### src/rtl/otter_enc_pkg.sv
// Shared types and constants for the RV32I instruction encoder.
package otter_enc_pkg;

  typedef enum logic [2:0] {
    FMT_R = 3'd0,
    FMT_I = 3'd1,
    FMT_S = 3'd2,
    FMT_B = 3'd3,
    FMT_U = 3'd4,
    FMT_J = 3'd5
  } fmt_e;

  typedef enum logic [1:0] {
    ERR_NONE     = 2'd0,
    ERR_RANGE    = 2'd1,
    ERR_MISALIGN = 2'd2,
    ERR_FMT      = 2'd3
  } err_code_e;

  localparam logic [31:0] NOP = 32'h0000_0013;

  localparam logic signed [31:0] IS_MIN = -32'sd2048;
  localparam logic signed [31:0] IS_MAX = 32'sd2047;
  localparam logic signed [31:0] B_MIN  = -32'sd4096;
  localparam logic signed [31:0] B_MAX  = 32'sd4094;
  localparam logic signed [31:0] J_MIN  = -32'sd1048576;
  localparam logic signed [31:0] J_MAX  = 32'sd1048574;

  function automatic logic in_range(input logic signed [31:0] v,
                                    input logic signed [31:0] lo,
                                    input logic signed [31:0] hi);
    return (v >= lo) && (v <= hi);
  endfunction

endpackage

### src/rtl/instr_encoder_imm_pack.sv
// Combinational packer: scatters the immediate into the format's bit slots
// and checks it; any error substitutes the canonical NOP.
module imm_pack
  import otter_enc_pkg::*;
(
  input  logic [2:0]  fmt_i,
  input  logic [6:0]  opcode_i,
  input  logic [4:0]  rd_i,
  input  logic [4:0]  rs1_i,
  input  logic [4:0]  rs2_i,
  input  logic [2:0]  funct3_i,
  input  logic [6:0]  funct7_i,
  input  logic [31:0] imm_i,
  output logic [31:0] instr_o,
  output logic [1:0]  err_code_o
);

  logic [31:0]        raw;
  err_code_e          code;
  logic signed [31:0] simm;

  assign simm = signed'(imm_i);

  always_comb begin
    raw  = 32'h0;
    code = ERR_NONE;
    case (fmt_e'(fmt_i))
      FMT_R: raw = {funct7_i, rs2_i, rs1_i, funct3_i, rd_i, opcode_i};
      FMT_I: begin
        raw = {imm_i[11:0], rs1_i, funct3_i, rd_i, opcode_i};
        if (!in_range(simm, IS_MIN, IS_MAX)) code = ERR_RANGE;
      end
      FMT_S: begin
        raw = {imm_i[11:5], rs2_i, rs1_i, funct3_i, imm_i[4:0], opcode_i};
        if (!in_range(simm, IS_MIN, IS_MAX)) code = ERR_RANGE;
      end
      FMT_B: begin
        raw = {imm_i[12], imm_i[10:5], rs2_i, rs1_i, funct3_i,
               imm_i[4:1], imm_i[11], opcode_i};
        // Alignment outranks range, so test it first.
        if (imm_i[0])                            code = ERR_MISALIGN;
        else if (!in_range(simm, B_MIN, B_MAX))  code = ERR_RANGE;
      end
      FMT_U: begin
        raw = {imm_i[31:12], rd_i, opcode_i};
        if (imm_i[11:0] != 12'h0) code = ERR_RANGE;
      end
      FMT_J: begin
        raw = {imm_i[20], imm_i[10:1], imm_i[11], imm_i[19:12], rd_i, opcode_i};
        if (imm_i[0])                            code = ERR_MISALIGN;
        else if (!in_range(simm, J_MIN, J_MAX))  code = ERR_RANGE;
      end
      default: code = ERR_FMT;
    endcase
  end

  assign instr_o    = (code == ERR_NONE) ? raw : NOP;
  assign err_code_o = code;

endmodule

### src/rtl/instr_encoder.sv
// Streaming RV32I encoder: one-deep output register with valid/ready,
// sequential word address and saturating word/error counters.
module instr_encoder
  import otter_enc_pkg::*;
#(
  parameter logic [31:0] ADDR_BASE = 32'h0000_0000,
  parameter int          CNT_W     = 16
) (
  input  logic             CLK,
  input  logic             RST_N,
  input  logic             IE_clr,
  input  logic             IE_in_valid,
  output logic             IE_in_ready,
  input  logic [2:0]       IE_fmt,
  input  logic [6:0]       IE_opcode,
  input  logic [4:0]       IE_rd,
  input  logic [4:0]       IE_rs1,
  input  logic [4:0]       IE_rs2,
  input  logic [2:0]       IE_funct3,
  input  logic [6:0]       IE_funct7,
  input  logic [31:0]      IE_imm,
  output logic             IE_out_valid,
  input  logic             IE_out_ready,
  output logic [31:0]      IE_instr,
  output logic [31:0]      IE_addr,
  output logic             IE_err,
  output logic [1:0]       IE_err_code,
  output logic [CNT_W-1:0] IE_word_cnt,
  output logic [CNT_W-1:0] IE_err_cnt
);

  localparam logic [CNT_W-1:0] CNT_ONE = CNT_W'(1);
  localparam logic [CNT_W-1:0] CNT_MAX = '1;

  logic [31:0]      pk_instr;
  logic [1:0]       pk_code;

  logic             valid_q, valid_d;
  logic [31:0]      instr_q, instr_d;
  logic             err_q, err_d;
  logic [1:0]       code_q, code_d;
  logic [31:0]      addr_q, addr_d;
  logic [CNT_W-1:0] wcnt_q, wcnt_d;
  logic [CNT_W-1:0] ecnt_q, ecnt_d;

  logic in_hs, out_hs;

  imm_pack u_pack (
    .fmt_i      (IE_fmt),
    .opcode_i   (IE_opcode),
    .rd_i       (IE_rd),
    .rs1_i      (IE_rs1),
    .rs2_i      (IE_rs2),
    .funct3_i   (IE_funct3),
    .funct7_i   (IE_funct7),
    .imm_i      (IE_imm),
    .instr_o    (pk_instr),
    .err_code_o (pk_code)
  );

  assign IE_in_ready = !valid_q || IE_out_ready;
  assign in_hs       = IE_in_valid && IE_in_ready;
  assign out_hs      = valid_q && IE_out_ready;

  always_comb begin
    valid_d = valid_q;
    instr_d = instr_q;
    err_d   = err_q;
    code_d  = code_q;
    addr_d  = addr_q;
    wcnt_d  = wcnt_q;
    ecnt_d  = ecnt_q;

    // Payload only moves on accept, so a stalled word holds by construction.
    if (in_hs) begin
      valid_d = 1'b1;
      instr_d = pk_instr;
      err_d   = (pk_code != ERR_NONE);
      code_d  = pk_code;
    end else if (out_hs) begin
      valid_d = 1'b0;
    end

    // Clear touches only the bookkeeping, never the held word.
    if (IE_clr) begin
      addr_d = ADDR_BASE;
      wcnt_d = '0;
      ecnt_d = '0;
    end else if (out_hs) begin
      addr_d = addr_q + 32'd4;
      if (wcnt_q != CNT_MAX)          wcnt_d = wcnt_q + CNT_ONE;
      if (err_q && ecnt_q != CNT_MAX) ecnt_d = ecnt_q + CNT_ONE;
    end
  end

  always_ff @(posedge CLK or negedge RST_N) begin
    if (!RST_N) begin
      valid_q <= 1'b0;
      instr_q <= 32'h0;
      err_q   <= 1'b0;
      code_q  <= 2'd0;
      addr_q  <= ADDR_BASE;
      wcnt_q  <= '0;
      ecnt_q  <= '0;
    end else begin
      valid_q <= valid_d;
      instr_q <= instr_d;
      err_q   <= err_d;
      code_q  <= code_d;
      addr_q  <= addr_d;
      wcnt_q  <= wcnt_d;
      ecnt_q  <= ecnt_d;
    end
  end

  assign IE_out_valid = valid_q;
  assign IE_instr     = instr_q;
  assign IE_err       = err_q;
  assign IE_err_code  = code_q;
  assign IE_addr      = addr_q;
  assign IE_word_cnt  = wcnt_q;
  assign IE_err_cnt   = ecnt_q;

endmodule

### config.mk
export PLATFORM = sky130hd
export DESIGN_NAME = instr_encoder
export DESIGN_NICKNAME = d
export VERILOG_FILES = /design/src/rtl/otter_enc_pkg.sv /design/src/rtl/instr_encoder_imm_pack.sv /design/src/rtl/instr_encoder.sv
export SDC_FILE = /design/constraint.sdc
export NUM_CORES = 1
export LEC_CHECK = 0
export ABC_AREA = 1
export ABC_CLOCK_PERIOD_IN_PS = 1900
export BUFFER_PORTS_ARGS = -buffer_cell sky130_fd_sc_hd__buf_2
export CORE_MARGIN = 2
export CORE_UTILIZATION = 48
export CTS_CLUSTER_SIZE = 24
export DETAILED_ROUTE_END_ITERATION = 6
export GPL_TIMING_DRIVEN = 0
export HOLD_SLACK_MARGIN = 0.02
export PLACE_DENSITY = 0.76
export SLEW_MARGIN = 20
export SYNTH_ARGS = -nofsm -noshare
export SYNTH_HDL_FRONTEND = slang
export SYNTH_HIERARCHICAL = 1
export SYNTH_SLANG_ARGS = --single-unit
### constraint.sdc
create_clock -name CLK -period 1.9 [get_ports CLK]
set_clock_uncertainty 0.15 [all_clocks]
set_input_delay 0.095 -clock CLK [delete_from_list [all_inputs] [get_ports CLK]]
set_output_delay 0.095 -clock CLK [all_outputs]
set_load 0.05 [all_outputs]
# == Word level (Yosys, flattened, before mapping) ==
# Index checks and enable logic that the tools add are counted.
# totals
regBits,100
latch_bits,0
mem_bits_rw,0
mem_bits_ro,0
inputBits,72
wordCells,61
memories,0
# op_classes
add_sub_neg,3
mul,0
n_div,0
magnitude_cmp,6
eq_ne,7
shifts,0
mux,19
bitwise,0
n_reduce_logical,19
# ops
op,n
one-hot mux 32 bit (6 select lines),1
2-to-1 mux 16 bit,6
2-to-1 mux 32 bit,3
adder 16 x 1 -> 16 bit (second input constant),2
adder 32 x 3 -> 32 bit (second input constant),1
greater-or-equal comparator 32 x 12 -> 1 bit (second input constant),1
greater-or-equal comparator 32 x 13 -> 1 bit (second input constant),1
greater-or-equal comparator 32 x 21 -> 1 bit (second input constant),1
less-or-equal comparator 32 x 12 -> 1 bit (second input constant),1
less-or-equal comparator 32 x 13 -> 1 bit (second input constant),1
less-or-equal comparator 32 x 21 -> 1 bit (second input constant),1
inequality test 16 bit (second input constant),2
nonzero test 12 bit,1
one-hot mux 2 bit (5 select lines),1
nonzero test 2 bit,5
== test 3 x 2 -> 1 bit (second input constant),2
== test 3 bit (second input constant),2
logical AND 1 bit,6
2-to-1 mux 1 bit,6
2-to-1 mux 2 bit,2
AND reduction 2 bit,2
== test 3 x 1 -> 1 bit (second input constant),1
zero test 3 bit,1
zero test 2 bit,1
3 further kinds,3

# == Longest topological paths before layout ==
# logic_depth
depth_word,7
depth_mapped,17
ltp_nobuf,15

# == Modules after synthesis ==
# Netlist, hierarchy kept.
# modules_own_cells
module,n_inst,cells_each,area_per_inst_um2
instr_encoder,1,697,5163.7
imm_pack,1,252,1123.6

# == Least setup slack after synthesis ==
# Ideal clock, no wire load.
# synth_path
path_type,reg2reg
from,"reg valid_q, in the netlist IE_out_valid"
to,"reg instr_q[4], in the netlist IE_instr[4]"
arrival_time_ps,1909
required_time_ps,1632
setup_slack_ps,-277
path_stages_with_launch,7
n_path_buf,1
synth_period_minus_slack_ps,2177
cell_sequence,dfrtp_1 -> nand2_1 -> nand2_1 -> clkinv_1 -> buf_2 -> nand2_1 -> nand2_1
# synth_between
elab_chain_cells,3
# synth_lines
item,line,text
from (decl),instr_encoder.sv:38,"logic valid_q, valid_d;"
from (signal assigned),instr_encoder.sv:106,valid_q <= valid_d;
zero test 1 bit,instr_encoder.sv:61,assign IE_in_ready = !valid_q || IE_out_ready;
logical OR 1 bit,instr_encoder.sv:61,
net IE_in_ready,instr_encoder.sv:13,"output logic IE_in_ready,"
logical AND 1 bit,instr_encoder.sv:62,assign in_hs = IE_in_valid && IE_in_ready;
to (signal assigned),instr_encoder.sv:107,instr_q <= instr_d;
to (decl),instr_encoder.sv:39,"logic [31:0] instr_q, instr_d;"
# The timed path passes the listed nets, and every way through them passes these cells.
# A chain may end at the register's enable or synchronous reset.

# == Final worst setup path ==
# layout_path
from,"reg ecnt_q[1], in the netlist IE_err_cnt[1]"
to,"reg ecnt_q[13], in the netlist IE_err_cnt[13]"
# layout_between
elab_chain_cells,4
elab_cells_between_ends,8
# layout_lines
item,line,text
from (decl),instr_encoder.sv:44,"logic [CNT_W-1:0] ecnt_q, ecnt_d;"
from (signal assigned),instr_encoder.sv:112,ecnt_q <= ecnt_d;
adder 16 x 1 -> 16 bit / inequality test 16 bit (equally long branches),instr_encoder.sv:92,if (err_q && ecnt_q != CNT_MAX) ecnt_d = ecnt_q + CNT_ONE;
2-to-1 mux 16 bit / logical AND 1 bit (equally long branches),instr_encoder.sv:92,
2-to-1 mux 16 bit / nonzero test 2 bit (equally long branches),--,
2-to-1 mux 16 bit / AND reduction 2 bit (equally long branches),--,
# Several ways; a longest one is shown, not always the timed one. The select of a mux whose other input is x is not followed.

==> results by group <==
STA
  – RSZ-0062 raised after global routing: false
  – Min cycle time layout: 1.78 ns
  – Final hold slack: -0.00106 ns
  – Tcrit/Tclk final: 93.7%
  – Slew HR: 56.2%
  – Final hold vios: 1
  – Number of max-slew violations in the final report: 0
  – Peak Freq: 562 MHz
  – Final setup viols: 0
  – Fin worst setup slack: 0.119 ns
  – Worst-margin pin slew: 0.657 ns

Route
  – DRC viols: 7
  – DRT antenna net count: 0
  – Via count: 6791
  – Drt pass-1 iters: 7
  – DR WL/cell: 13.6 um
  – Total detailed-routing wirelength: 18300 um
  – DR iter-0 viols: 571
  – Drt via density: 5.07

Yosys
  – Synth Area in Simple Gates: 42.2%
  – Top FF cell, synth: dfrtp_1
  – Largest family of logic cells by synthesized area: simple AND/OR/NAND/NOR gates
  – Fraction of registers with async set/reset: 100%
  – Synth Register Bits: 98
  – Compound-gate portion of the synthesized area: 8.42%
  – Mean Syn Cell Area: 6.63 um^2
  – Seq/Total Area, Yosys: 39.0%
  – Post-synthesis mux area share: 0%
  – Syn Inst Count: 949
  – Post-Synth Adder-Cell Area: 0.597%
  – Count of warnings emitted by yosys: 6
  – Count of different cell masters after synthesis: 42
  – XOR/XNOR Fraction of Synth Area: 1.39%
  – EDFF count, synth: 0
  – Post-Synthesis Cell Area: 6290 um^2

Clocking
  – Clk sink count: 98
  – CTS tree: built
  – CTS root buf: clkbuf_16
  – Clock Path Buffers: 2
  – CTS buffer count: 9
  – Clock-pin transition on the worst setup and hold timing paths: 0.07 ns
  – Clk_lat worst skew: 0.36 ns
  – Number of H-tree levels: 3

Global route
  – GRT met1 Usage: 34.6%
  – First-pass GRT wire length: 29900 um
  – Most Used Layer, Global Route: met2
  – M3 GR Usage: 5.21%
  – Vias in the first global route: 6250
  – Gr ovfl total: 0
  – Antenna violations before repair: 0
  – Global Route Usage Sum: 26.2%
  – Largest net degree at the start of global routing: 51
  – Met2 Usage GRT: 42.5%

Placed design
  – Post-DP Area: 7400 um^2
  – IO Port Bufs: 169
  – HPWL Detailed: 13700 um
  – Routability cong.: 0.918
  – DP Worst Slack: -0.0818 ns

Floorplanning
  – DIE HEIGHT: 118 um
  – Core Rows: 41
  – Placeable Area: 12700 um^2
  – Initial Util: 49.4%
  – # IOs: 173
  – Die Area: 14000 um^2
  – Die width: 118 um

Setup path
  – Crit path max-delay family: simple AND/OR/NAND/NOR gates
  – Crit path largest cell delay: 0.39 ns
  – Most used cell, CP: nand2_1
  – CP Capture Type: flip-flop
  – Slowest-stage cell, CP: dfrtp_2
  – Critical path arrival: 1.88 ns
  – Worst EP required: 2.00 ns
  – Bufs and invs on worst path: 1
  – Critical Path Source Type: flip-flop
  – Crit path max fanout: 10
  – Crit Path Category: flip-flop to flip-flop
  – Critical Path, Cell by Cell: ha_1, nand2_1, nor2_4, nand4_4, nand2_8, nand2_4, buf_6, nand2_1, nand2_1

Pwr
  – Leak: 4.20 nW
  – Pwr Total: 5.35 mW
  – PwrDens: 666 nW/um^2
  – Worst vdd ir: 0.000406 V

Layout
  – ANT cells: 0
  – Final instance area: 8030 um^2
  – Most common cell after layout, fill and taps aside: nand2_1
  – Commonest cells after routing, fill and taps aside: nand2_1, buf_2, nor2_1
  – Layout cells sized above 1: 21.9%
  – Layout fillers: 1201
  – Area Overhead vs Synth: 27.7%
  – Nets: 1238

Run status
  – Status: finished with violations
  – Failing checks: DRC, hold timing

Worst hold path
  – HP Class: input port to flip-flop

Run
  – Max_cap viols: 0
[layer usage]
layer	routed length (um)	up-vias
met5	0	-
met4	440	0
met3	1060	33
met2	8550	207
met1	8230	3130
li1	-	3421
[flip-flops by register name, indices dropped and copies added (netlist names)]
signal	cells
IE_out_valid	1
IE_addr	30
IE_err_code	2
IE_err	1
IE_word_cnt	16
IE_err_cnt	16
IE_instr	32
[cell type report]
class | instances | area (um^2) | share of cell area [%]
Inverter | 100 | 379 | 4.72
Timing Repair Buffer | 202 | 1190 | 14.8
Clock inverter | 4 | 53.8 | 0.670
Buffer | 25 | 149 | 1.85
Sequential cell | 98 | 2460 | 30.6
Multi-Input combinational cell | 727 | 3350 | 41.7
Tap cell | 172 | 215 | 2.68
Clock buffer | 12 | 236 | 2.94
[cell usage after synthesis (2+ instances only)]
master	instances	area, um^2
inv_2	6	22.5
nor3_2	2	20.0
buf_1	2	7.51
nand4_1	22	138
clkinv_1	2	7.51
nor2_1	156	586
o22ai_1	2	12.5
buf_4	3	22.5
nor2_2	8	50.1
inv_1	92	345
a211oi_1	3	22.5
a31oi_1	5	31.3
buf_6	5	56.3
nor2_4	7	78.8
nor3b_1	3	22.5
nand3b_1	5	37.5
and2_1	2	12.5
clkbuf_1	10	37.5
or2_2	2	12.5
nand2_1	343	1290
nand2_2	7	43.8
nor3_1	8	40.0
a21oi_1	25	125
nand3_1	50	250
xor2_1	7	61.3
nand2_4	2	22.5
nand3_2	3	30.0
ha_1	3	37.5
o21ai_2	6	52.6
o21ai_1	3	15.0
dfrtp_1	98	2450
xnor2_1	3	26.3
buf_2	5	25.0
o21bai_1	2	15.0
o21ai_0	40	200
[cells by family after synthesis]
family	count (synthesis)
DFF	98
buffers and inverters	125
and+or+nand+nor	621
xor gates and xnor gates	10
other	1
adders and majority gates	3
AOI/OAI and AO/OA	91
[through the flow]
stage,TNS (ns),instances,hold WS [ns],utilization (%)
after floorplan,0,950,-0.351,-
final,0,1340,-0.00106,63.1
after global routing,0,1340,0.0310,63.1
after CTS,0,1336,0.0209,62.6
after global placement,-47.72,1291,0.232,57.9
after detailed placement,-0.496,1292,-0.0818,58.1
[where the power goes]
group          total (mW)  switching, mW  internal [mW]  leakage [nW]
logic                1.22          0.882          0.340          2.74
clock network        1.86          0.837           1.03         0.133
registers            2.27         0.0734           2.19          1.33
[worst paths after layout]
| path | start | endpoint | slack (ns) | cells after the start |
|---|---|---|---|---|
| max | IE_err_cnt[1] | IE_err_cnt[13] | 0.12 | 9 |
| min | IE_in_valid | IE_instr[0] | -0.001 | 4 |
| max reg2reg | IE_err_cnt[1] | IE_err_cnt[13] | 0.12 | 9 |
| min reg2reg | IE_instr[6] | IE_instr[6] | 0.33 | 2 |
| max in group asynchronous | RST_N | IE_instr[17] | 0.89 | 3 |
| min in group asynchronous | RST_N | IE_word_cnt[0] | 0.09 | 2 |
[timing repair]
action                     4_1_cts  5_1_grt
setup buffers                    0        4
hold endpoints to repair       125        0
resized for setup                0        7
hold buffers                    28        0
setup endpoints to repair        0       40
[worst reg2reg max path, cell delays in order (launching register included)]
cell and delay (ns):
dfrtp_2 0.39, ha_1 0.17, nand2_1 0.13, nor2_4 0.14, nand4_4 0.17, nand2_8 0.16
nand2_4 0.07, buf_6 0.15, nand2_1 0.07, nand2_1 0.05
Note: power is estimated with default switching activity, not from simulation.
